<file path="src/rtl/sdram_arbiter.sv">
// sdram_arbiter
//   Arbitrates a read-burst port, a write-burst port and periodic refresh onto
//   a single SDRAM controller command channel.
//
// Ports
//   i_clk, i_rstn         clock, asynchronous active-low reset
//   i_wr_req, i_wr_addr   write-burst request and start address
//   i_rd_req, i_rd_addr   read-burst request and start address
//   i_rd_urgent           read FIFO below low-water mark (read jumps the queue)
//   o_wr_grant/o_rd_grant single-cycle pulse, cycle after command acceptance
//   o_wr_done/o_rd_done   single-cycle pulse, cycle after i_cmd_done
//   o_cmd_valid/type/addr command to controller (type 00 rd, 01 wr, 10 refresh)
//   i_cmd_ready           controller accepts command when high with o_cmd_valid
//   i_cmd_done            controller finished the outstanding burst/refresh
//   o_busy                a command is outstanding (ISSUE or WAIT_DONE)
//   o_refresh_overrun     sticky: refresh interval expired with one still pending
//   o_timeout_err         sticky: watchdog expired waiting for i_cmd_done
module sdram_arbiter #(
  parameter int REFRESH_CYCLES = 499,
  parameter int TIMEOUT_CYCLES = 4096
) (
  input  logic        i_clk,
  input  logic        i_rstn,
  input  logic        i_wr_req,
  input  logic [22:0] i_wr_addr,
  input  logic        i_rd_req,
  input  logic [22:0] i_rd_addr,
  input  logic        i_rd_urgent,
  output logic        o_wr_grant,
  output logic        o_rd_grant,
  output logic        o_wr_done,
  output logic        o_rd_done,
  output logic        o_cmd_valid,
  output logic [1:0]  o_cmd_type,
  output logic [22:0] o_cmd_addr,
  input  logic        i_cmd_ready,
  input  logic        i_cmd_done,
  output logic        o_busy,
  output logic        o_refresh_overrun,
  output logic        o_timeout_err
);

  localparam logic [1:0] CMD_RD  = 2'b00;
  localparam logic [1:0] CMD_WR  = 2'b01;
  localparam logic [1:0] CMD_REF = 2'b10;

  localparam int RW = $clog2(REFRESH_CYCLES) + 1;
  localparam int WW = $clog2(TIMEOUT_CYCLES) + 1;
  localparam logic [RW-1:0] REF_RELOAD = RW'(REFRESH_CYCLES - 1);
  localparam logic [WW-1:0] WD_LAST    = WW'(TIMEOUT_CYCLES - 1);

  typedef enum logic [1:0] {IDLE, ISSUE, WAIT_DONE} state_t;

  state_t        state;
  logic [RW-1:0] ref_cnt;
  logic          ref_tick;
  logic          refresh_pending;
  logic          favour_wr;
  logic [WW-1:0] wd_cnt;

  logic          arb_valid;
  logic [1:0]    arb_type;
  logic [22:0]   arb_addr;

  // Free-running refresh interval timer; runs regardless of FSM state.
  assign ref_tick = (ref_cnt == '0);

  always_ff @(posedge i_clk or negedge i_rstn) begin
    if (!i_rstn) begin
      ref_cnt <= REF_RELOAD;
    end else if (ref_tick) begin
      ref_cnt <= REF_RELOAD;
    end else begin
      ref_cnt <= ref_cnt - 1'b1;
    end
  end

  // Priority: pending refresh, urgent read, then round-robin. A read wins the
  // non-urgent contest unless a write is also asking and is the favoured port.
  always_comb begin
    arb_valid = 1'b0;
    arb_type  = CMD_RD;
    arb_addr  = '0;
    if (refresh_pending) begin
      arb_valid = 1'b1;
      arb_type  = CMD_REF;
    end else if (i_rd_req && (i_rd_urgent || !i_wr_req || !favour_wr)) begin
      arb_valid = 1'b1;
      arb_type  = CMD_RD;
      arb_addr  = i_rd_addr;
    end else if (i_wr_req) begin
      arb_valid = 1'b1;
      arb_type  = CMD_WR;
      arb_addr  = i_wr_addr;
    end
  end

  always_ff @(posedge i_clk or negedge i_rstn) begin
    if (!i_rstn) begin
      state             <= IDLE;
      refresh_pending   <= 1'b0;
      favour_wr         <= 1'b0;
      wd_cnt            <= '0;
      o_wr_grant        <= 1'b0;
      o_rd_grant        <= 1'b0;
      o_wr_done         <= 1'b0;
      o_rd_done         <= 1'b0;
      o_cmd_valid       <= 1'b0;
      o_cmd_type        <= CMD_RD;
      o_cmd_addr        <= '0;
      o_busy            <= 1'b0;
      o_refresh_overrun <= 1'b0;
      o_timeout_err     <= 1'b0;
    end else begin
      o_wr_grant <= 1'b0;
      o_rd_grant <= 1'b0;
      o_wr_done  <= 1'b0;
      o_rd_done  <= 1'b0;

      case (state)
        IDLE: begin
          if (arb_valid) begin
            state       <= ISSUE;
            o_cmd_valid <= 1'b1;
            o_cmd_type  <= arb_type;
            o_cmd_addr  <= arb_addr;
            o_busy      <= 1'b1;
          end
        end

        ISSUE: begin
          if (i_cmd_ready) begin
            state       <= WAIT_DONE;
            o_cmd_valid <= 1'b0;
            wd_cnt      <= '0;
            // Refresh leaves the round-robin pointer untouched.
            if (o_cmd_type == CMD_RD) begin
              o_rd_grant <= 1'b1;
              favour_wr  <= 1'b1;
            end else if (o_cmd_type == CMD_WR) begin
              o_wr_grant <= 1'b1;
              favour_wr  <= 1'b0;
            end
          end
        end

        WAIT_DONE: begin
          if (i_cmd_done) begin
            state     <= IDLE;
            o_busy    <= 1'b0;
            o_rd_done <= (o_cmd_type == CMD_RD);
            o_wr_done <= (o_cmd_type == CMD_WR);
          end else if (wd_cnt == WD_LAST) begin
            state         <= IDLE;
            o_busy        <= 1'b0;
            o_timeout_err <= 1'b1;
          end else begin
            wd_cnt <= wd_cnt + 1'b1;
          end
        end

        default: state <= IDLE;
      endcase

      // A fresh interval expiry outranks clearing by an accepted refresh, so
      // a request arriving in the acceptance cycle is never lost.
      if (ref_tick) begin
        refresh_pending <= 1'b1;
        if (refresh_pending) o_refresh_overrun <= 1'b1;
      end else if (state == ISSUE && i_cmd_ready && o_cmd_type == CMD_REF) begin
        refresh_pending <= 1'b0;
      end
    end
  end

endmodule

</file>
<file path="config.mk">
export PLATFORM = sky130hd
export DESIGN_NAME = sdram_arbiter
export DESIGN_NICKNAME = d
export VERILOG_FILES = /design/src/rtl/sdram_arbiter.sv
export SDC_FILE = /design/constraint.sdc
export NUM_CORES = 1
export LEC_CHECK = 0
export CAP_MARGIN = 20
export CORE_UTILIZATION = 35
export CTS_CLUSTER_DIAMETER = 150
export DETAILED_ROUTE_END_ITERATION = 6
export SLEW_MARGIN = 20
export SYNTH_ARGS = -nofsm -noshare
export SYNTH_HDL_FRONTEND = slang
export SYNTH_SLANG_ARGS = --single-unit
</file>
<file path="constraint.sdc">
create_clock -name i_clk -period 3.8 [get_ports i_clk]
set_clock_uncertainty 0.2 [all_clocks]
set_input_delay 0.76 -clock i_clk [delete_from_list [all_inputs] [get_ports i_clk]]
set_output_delay 0.76 -clock i_clk [all_outputs]
set_load 0.03 [all_outputs]
</file>
After elaboration in Yosys (flattened, before gate mapping)
Cells that the tools add are included.
{"block": "op_classes", "n_addsub": 2, "eq_ne": 10, "n_mux": 40, "n_bitwise": 1, "n_reduce_logical": 23}
{"operator": "23-bit two-way mux", "count": 3}
{"operator": "13-bit two-way mux", "count": 3}
{"operator": "13-bit case mux with 2 select lines", "count": 1}
{"operator": "1-bit two-way mux", "count": 24}
{"operator": "3-bit AND reduction", "count": 5}
{"operator": "13-bit by 1-bit adder with 13-bit output (second input constant)", "count": 1}
{"operator": "13-bit by 12-bit == test with 1-bit output (second input constant)", "count": 1}
{"operator": "10-bit logical NOT", "count": 1}
{"operator": "10-bit two-way mux", "count": 1}
{"operator": "2-bit two-way mux", "count": 5}
{"operator": "2-bit nonzero test", "count": 5}
{"operator": "10-bit by 1-bit subtractor with 10-bit output (second input constant)", "count": 1}
{"operator": "2-bit != test (second input constant)", "count": 4}
{"operator": "2-bit case mux with 3 select lines", "count": 1}
{"operator": "2-bit by 1-bit == test with 1-bit output (second input constant)", "count": 2}
{"operator": "2-bit == test (second input constant)", "count": 2}
{"operator": "2-bit logical NOT", "count": 2}
{"operator": "1-bit case mux with 2 select lines", "count": 2}
{"operator": "2-bit AND reduction", "count": 2}
{"operator": "4-bit AND reduction", "count": 1}
{"operator": "1-bit logical AND", "count": 3}
{"operator": "3-bit != test (second input constant)", "count": 1}
{"operator": "1-bit logical NOT", "count": 2}
{"operator": "1-bit logical OR", "count": 2}
{"operator": "1-bit inverter", "count": 1}
{"block": "totals", "reg_bits": 60, "in_bits": 53, "output_inout_bits": 33, "word_cells": 91}

Longest topological paths before layout
Gate-level depths: netlist of run 1.
{"block": "logic_depth", "ltp_word": 8, "mapped_depth": 6, "mapped_depth_nobuf": 5}

Worst setup path before layout of run 1
No wires, ideal clock.
{"block": "synth_path", "path_type": "input to register", "startpoint": "input i_rd_urgent", "endpoint": "register o_cmd_addr[14]", "setup_time_ps": 66, "arrival_ps": 1759, "required_time_ps": 3534, "path_slack_ps": 1775, "cell_stages": 5, "n_path_buf": 1, "cell_sequence": "nand2b_1 -> a2111oi_4 -> buf_2 -> a222oi_1 -> inv_1"}
{"block": "synth_via", "elab_chain_len": 6, "word_cells_on_any_way": 8, "cone_classes": "4 x mux; 4 x reduce/logical"}
{"element": "start, declared", "line_no": "28", "text": "input logic i_rd_urgent,"}
{"element": "1-bit logical OR (*) (2 in a row)", "line_no": "87", "text": "end else if (i_rd_req && (i_rd_urgent || !i_wr_req || !favour_wr)) begin"}
{"element": "1-bit logical AND (*)", "line_no": "87"}
{"element": "1-bit two-way mux", "line_no": "87"}
{"element": "1-bit two-way mux", "line_no": "84", "text": "if (refresh_pending) begin"}
{"element": "2-bit AND reduction (no source line)"}
{"element": "end signal, assigned", "line_no": "126", "text": "o_cmd_addr <= arb_addr;"}
{"element": "end, declared", "line_no": "35", "text": "output logic [22:0] o_cmd_addr,"}
Every way passes the cells marked *; elsewhere a longest branch is shown, timed or not.
A chain may end at the register's enable or synchronous reset.

Worst setup path in the final report of run 1
{"block": "layout_path", "startpoint": "register o_cmd_type[1]", "endpoint": "output o_cmd_type[1]"}
{"element": "start, declared", "line_no": "34", "text": "output logic [1:0] o_cmd_type,"}
{"element": "start signal, assigned", "line_no": "125", "text": "o_cmd_type <= arb_type;"}
No word-level cell between the ends.

==> out/qor.txt, run 1 <==
Fmax - 0.398 GHz
Switch Pwr - 0.984 mW
Layout Cells excl Fill - 435
Die area - 8100 µm²
Num ports - 86
Syn_nets - 294
Most frequent cells in the layout - clkdlybuf4s50_1 (84), dfrtp_1 (54), inv_1 (29)
Root Buffer - clkbuf_8
RSZ-0062 raised after global routing - false
Critical path required time - 2.84 ns
Row cnt - 31
Combinational share of power - 42.5%
Hold Buf Count CTS - 0
Crit Path Class - reg -> out
Initial Util - 36.8%
Antenna Nets Post-Route - 0
Vias per inst - 5.09
Worst Tran Pin Value - 0.707 ns
Overall track demand over capacity in global routing - 17.3%
Worst-skew pair later-pin latency - 0.33 ns
Commonest non-fill, non-tap cell in the layout - clkdlybuf4s50_1
FF+latch count, synth - 60
# setup viols final - 0
DP Wirelength - 4800 µm
Crit end category - output pin
Synth Area per Inst - 11.3 µm²
Number of cells upsized or downsized after cts - 0
Die span in x - 90.0 µm
Placed cells - 419
Register-to-Register Path Depth - 5
PD cells - 655 nW/µm²
GPL Wtd Cong - 0.767
Hold/Removal Path Class - in -> async
Clock power share - 20.5%
Pin count of the biggest net entering global routing - 33
P_int - 1.53 mW
Worst path top cell family by delay - buffers and inverters
Worst-path clk slew - 0.07 ns
Gate Count Post-Synth - 239
Clock sink count - 60
Die Height - 90.0 µm
Port bufs - 85
Netlist Area Pre-Place - 2710 µm²
Endpoints failing hold - 0
Sequential fraction of the synthesis area - 55.7%
Worst-path cell chain - clkdlybuf4s50_1
Total wire length - 6750 µm
DRC errors left - 0
Total gr overflow - 0
Seq. cell area - 1510 µm²
# diodes - 0
H-Tree Level Count - 3
CTS Buffer Depth - 2
Fill cells - 692
CP max stage cell - clkdlybuf4s50_1
Initial antenna violation count - 0
Num CTS Buffers - 9
Fraction of registers with async set/reset - 100%
Share of cells above drive strength 1 - 12.2%
Maximum vdd drop - 0.000352 V
Final Cycle Share - 66.0%
WL/cell - 15.5 µm
TritonRoute pass-1 iters - 5
Multi-input gate area - 1030 µm²
Core area - 7370 µm²
Switch share - 39.2%
Crit. path cell count - 1
Reg power frac - 37.0%
Total power - 2.51 mW
Setup TNS - 0 ns
Largest stage delay, worst path - 0.76 ns
Slew headroom - 52.8%
Largest area contributor in the netlist - dfrtp_1
Crit path arrival time - 1.55 ns
Post-CTS setup buffers - 0
Post-synth EDFFs - 0
Hold_ws - 0.270 ns
Yosys warnings - 0
Status - completed
Routed via count - 2213
Yosys top cell area share - 49.8%
CP bufs+invs - 1
Area growth syn-to-layout - 41.5%
Startpoint types - flip-flop
Maxcap violations - 0
Detailed Route Iter0 Violations - 149
First-pass GRT wire length - 11000 µm
Yosys cell types - 52
Ranking of synthesized cells by area - dfrtp_1 (50%), a222oi_1 (8.5%), dfstp_2 (5.8%)
Leak - 1.71 nW
Vias in the first global route - 2090
Min cycle time layout - 2.51 ns
Crit path max fanout - 7
Final nets - 386
CTS tree - yes
Max-slew violation count - 0
Top FF cell, synth - dfrtp_1
-- power by group through the flow --
stage | clock network (mW) | registers (mW) | logic [mW]
after floorplan | 0 | 1.18 | 0.409
after global placement | 0 | 0.941 | 1.06
after detailed placement | 0 | 0.941 | 1.08
after CTS | 0.536 | 0.930 | 1.08
after global routing | 0.563 | 0.952 | 1.15
final | 0.516 | 0.929 | 1.07
-- path summary, 6_finish.rpt --
| path | startpoint | to | slack, ns |
|---|---|---|---|
| min | i_rstn | o_cmd_addr[8]$_DFFE_PN0P_ | 0.27 |
| max in group asynchronous | i_rstn | wd_cnt[4]$_DFFE_PN0P_ | 2.26 |
| max reg2reg | state[0]$_DFFE_PN0P_ | o_cmd_addr[19]$_DFFE_PN0P_ | 1.65 |
| min reg2reg | o_timeout_err$_DFFE_PN0P_ | o_timeout_err$_DFFE_PN0P_ | 0.27 |
| max | o_cmd_type[1]$_DFFE_PN0P_ | o_cmd_type[1] | 1.29 |
| min in group i_clk | o_timeout_err$_DFFE_PN0P_ | o_timeout_err$_DFFE_PN0P_ | 0.27 |
-- cell usage after synthesis, types with 2 or more instances --
| library cell | count |
|---|---|
| nor4_1 | 2 |
| buf_4 | 2 |
| ha_1 | 2 |
| dfrtp_1 | 54 |
| nand2b_1 | 5 |
| inv_1 | 29 |
| a222oi_1 | 23 |
| nand2_1 | 18 |
| nor3_1 | 5 |
| o41ai_1 | 2 |
| a21oi_1 | 9 |
| o21ai_0 | 5 |
| nor2_1 | 15 |
| nand4_1 | 2 |
| nand3_1 | 6 |
| a31oi_1 | 6 |
| dfstp_2 | 6 |
| or4_1 | 2 |
| xnor2_1 | 6 |
| nand3b_1 | 2 |
| buf_2 | 5 |
| a21o_1 | 2 |
| buf_6 | 2 |
-- layer usage --
layer / routed length [µm] / vias to the layer above / GRT usage (%)
met4: 161 / 0 / 6.85
met5: 0 / - / 0
met1: 2920 / 1085 / 22.0
met3: 241 / 10 / 5.16
met2: 3430 / 47 / 27.7
li1: - / 1071 / -
-- area by class of cell --
type,instances,share of cell area [%]
flip-flops and latches,60,39.3
multi-input cells,141,26.9
inverters,29,2.84
clock buffers,12,4.04
clock inverters,4,0.652
well taps,99,3.23
repair buffers,90,23.0
-- cell families (layout without fill, tap and decap cells) --
| kind of cell | Yosys count | count (layout) | synth area share [%] |
|---|---|---|---|
| xor gates and xnor gates | 7 | 7 | 2.26 |
| buffers and inverters | 38 | 135 | 6.32 |
| AOI/OAI and AO/OA | 55 | 55 | 17.3 |
| DFF | 60 | 60 | 55.7 |
| and+or+nand+nor | 75 | 75 | 16.8 |
| muxes | 2 | 2 | 0.831 |
| adders and majority gates | 2 | 2 | 0.923 |
-- sequential cells by signal, summed over array words and instances, names as in the netlist --
signal and flops:
favour_wr 1, o_busy 1, o_cmd_addr 23, o_cmd_type 2, o_cmd_valid 1, o_rd_done 1
o_rd_grant 1, o_refresh_overrun 1, o_timeout_err 1, o_wr_done 1, o_wr_grant 1, ref_cnt 10
refresh_pending 1, state 2, wd_cnt 13
-- per-stage QoR --
step | util [%] | setup slack (ns) | cell area (µm²)
floorplan | - | 1.78 | 2710
global placement | 49.5 | 0.773 | 3650
detailed placement | 49.6 | 1.00 | 3660
CTS | 52.1 | 1.28 | 3840
global route | 52.1 | 1.22 | 3840
finish | 52.1 | 1.29 | 3840
Power figures use the tool's default switching activity.
==> run 2, diff against run 1 <==
--- a/config.mk
+++ b/config.mk
@@ -9,6 +9,7 @@
 export CORE_UTILIZATION = 35
 export CTS_CLUSTER_DIAMETER = 150
 export DETAILED_ROUTE_END_ITERATION = 6
+export PLACE_DENSITY = 0.66
 export SLEW_MARGIN = 20
 export SYNTH_ARGS = -nofsm -noshare
 export SYNTH_HDL_FRONTEND = slang
==> constraint.sdc (replaced) <==
create_clock -name i_clk -period 2 [get_ports i_clk]
set_clock_uncertainty 0.2 [all_clocks]
set_input_delay 0.4 -clock i_clk [delete_from_list [all_inputs] [get_ports i_clk]]
set_output_delay 0.4 -clock i_clk [all_outputs]
set_load 0.03 [all_outputs]
==> out/qor.txt, run 2 (synthesis gave the netlist of run 1 again) <==
Crit Path Class - reg -> out (unchanged)
Setup TNS - 0 ns (unchanged)
Worst-path cell chain - clkdlybuf4s50_1 (unchanged)
Largest stage delay, worst path - 0.68 ns (was 0.76 ns)
Worst-path clk slew - 0.07 ns (about the same)
Pin count of the biggest net entering global routing - 61 (was 33)
Die span in x - 90.0 µm (unchanged)
H-Tree Level Count - 3 (unchanged)
TritonRoute pass-1 iters - 6 (was 5)
Hold_ws - 0.261 ns (was 0.270 ns)
Min cycle time layout - 1.97 ns
CP max stage cell - clkdlybuf4s50_1 (unchanged)
Fmax - 0.508 GHz
Maximum vdd drop - 0.000494 V (was 0.000352 V)
CTS Buffer Depth - 2 (unchanged)
PnR worst setup slack - 0.0305 ns (was 1.29 ns)
Top Metal Used - met4 (unchanged)
DRC errors left - 0 (unchanged)
Num ports - 86 (unchanged)
Worst path top cell family by delay - buffers and inverters (unchanged)
Worst Tran Pin Value - 0.381 ns (was 0.707 ns)
Final nets - 432 (was 386)
Placed cells - 456 (was 419)
Fill cells - 658 (was 692)
Layout Cells excl Fill - 481 (was 435)
Root Buffer - clkbuf_8 (unchanged)
CP bufs+invs - 1 (unchanged)
Initial antenna violation count - 0 (unchanged)
Final Cell Area - 4380 µm² (was 3840 µm²)
GPL Wtd Cong - 0.787 (was 0.767)
Port bufs - 85 (unchanged)
Die Height - 90.0 µm (unchanged)
Core area - 7370 µm² (unchanged)
Placed cell area - 3970 µm² (was 3660 µm²)
DP Wirelength - 4900 µm (was 4800 µm)
# setup viols final - 0 (unchanged)
Status - completed (unchanged)
Routed via count - 2451 (was 2213)
Antenna Nets Post-Route - 0 (unchanged)
Crit. path cell count - 1 (unchanged)
Total wire length - 7350 µm (was 6750 µm)
Crit end category - output pin (unchanged)
Max reg flops - 23 (unchanged)
Overall track demand over capacity in global routing - 18.7% (was 17.3%)
First-pass GRT wire length - 12000 µm (was 11000 µm)
Slew headroom - 74.6% (was 52.8%)
Crit path arrival time - 1.37 ns (was 1.55 ns)
Hold/Removal Path Class - reg -> reg (was in -> async)
PD cells - 1220 nW/µm² (was 655 nW/µm²)
Post-route core utilization - 59.4% (was 52.1%)
Leak - 2.18 nW (was 1.71 nW)
WL met2 - 3540 µm (was 3430 µm)
Critical path required time - 1.40 ns (was 2.84 ns)
Biggest regs - o_cmd_addr (23), wd_cnt (13), ref_cnt (10) (unchanged)
Row cnt - 31 (unchanged)
RSZ-0062 raised after global routing - true (was false)
Die area - 8100 µm² (unchanged)
CTS tree - yes (unchanged)
Area growth syn-to-layout - 61.5% (was 41.5%)
Vias in the first global route - 2483 (was 2090)
Clock sink count - 60 (unchanged)
Vias per inst - 5.10 (was 5.09)
Max-slew violation count - 0 (unchanged)
Met1 WL - 3360 µm (was 2920 µm)
Biggest register - o_cmd_addr (unchanged)
Total gr overflow - 0 (unchanged)
Startpoint types - flip-flop (unchanged)
Total power - 5.33 mW (was 2.51 mW)
Commonest non-fill, non-tap cell in the layout - clkdlybuf4s50_1 (unchanged)
WL/cell - 15.3 µm (was 15.5 µm)
Share of cells above drive strength 1 - 23.8% (was 12.2%)
Detailed Route Iter0 Violations - 187 (was 149)
Crit path max fanout - 2 (was 7)
Worst Hold Path Cells - 1
Endpoints failing hold - 0 (unchanged)
Maxcap violations - 0 (unchanged)
Initial Util - 36.8% (unchanged)
Pre-CTS WS - -0.642 ns (was 1.00 ns)
Register-to-Register Path Depth - 6 (was 5)
Num CTS Buffers - 9 (unchanged)
Worst-skew pair later-pin latency - 0.33 ns (about the same)
# diodes - 0 (unchanged)
Routed wl met3 - 320 µm (was 241 µm)
Most frequent cells in the layout - clkdlybuf4s50_1 (67), dfrtp_1 (54), buf_4 (44) (was clkdlybuf4s50_1 (84), dfrtp_1 (54), inv_1 (29))
Final Cycle Share - 98.5%
[run 2: path summary, 6_finish.rpt]
path	slack, ns	endpoint	startpoint
min in group asynchronous	0.39	o_rd_grant$_DFF_PN0_	i_rstn
min	0.26	o_refresh_overrun$_DFFE_PN0P_	o_refresh_overrun$_DFFE_PN0P_
max reg2reg	0.08	wd_cnt[11]$_DFFE_PN0P_	state[0]$_DFFE_PN0P_
max in group asynchronous	0.88	ref_cnt[7]$_DFF_PN1_	i_rstn
min reg2reg	0.26	o_refresh_overrun$_DFFE_PN0P_	o_refresh_overrun$_DFFE_PN0P_
max	0.03	o_cmd_addr[5]	o_cmd_addr[5]$_DFFE_PN0P_
[run 2: report_power, final]
| group | internal (mW) | switching (mW) | total, mW |
|---|---|---|---|
| sequential | 1.53 | 0.196 | 1.72 |
| combinational | 1.10 | 1.33 | 2.43 |
| clock | 0.710 | 0.472 | 1.18 |
| total | 3.33 | 2.00 | 5.33 |
[run 2: area by class of cell]
cell class | count | area (µm²) | area share, %
inverter | 29 | 109 | 2.49
clock buffer | 13 | 179 | 4.09
sequential | 60 | 1510 | 34.5
multi-input combinational | 142 | 1110 | 25.3
tap | 99 | 124 | 2.83
clock inverter | 3 | 42.5 | 0.972
timing repair buffer | 135 | 1310 | 29.8
[run 2: what timing repair did]
action / 4_1_cts / 5_1_grt
pin swaps: 2 / 4
setup endpoints to repair: 41 / 49
buffers inserted: 1 / 6
hold buffers: 1 / 0
gates cloned: 1 / 0
resized for setup: 6 / 23
endpoints found under the hold margin: 54 / 0
[run 2: metal layers]
metal,track usage [%],vias to the layer above
met5,0,-
met4,6.85,0
met3,3.38,10
met2,30.9,73
met1,24.4,1198
li1,-,1170
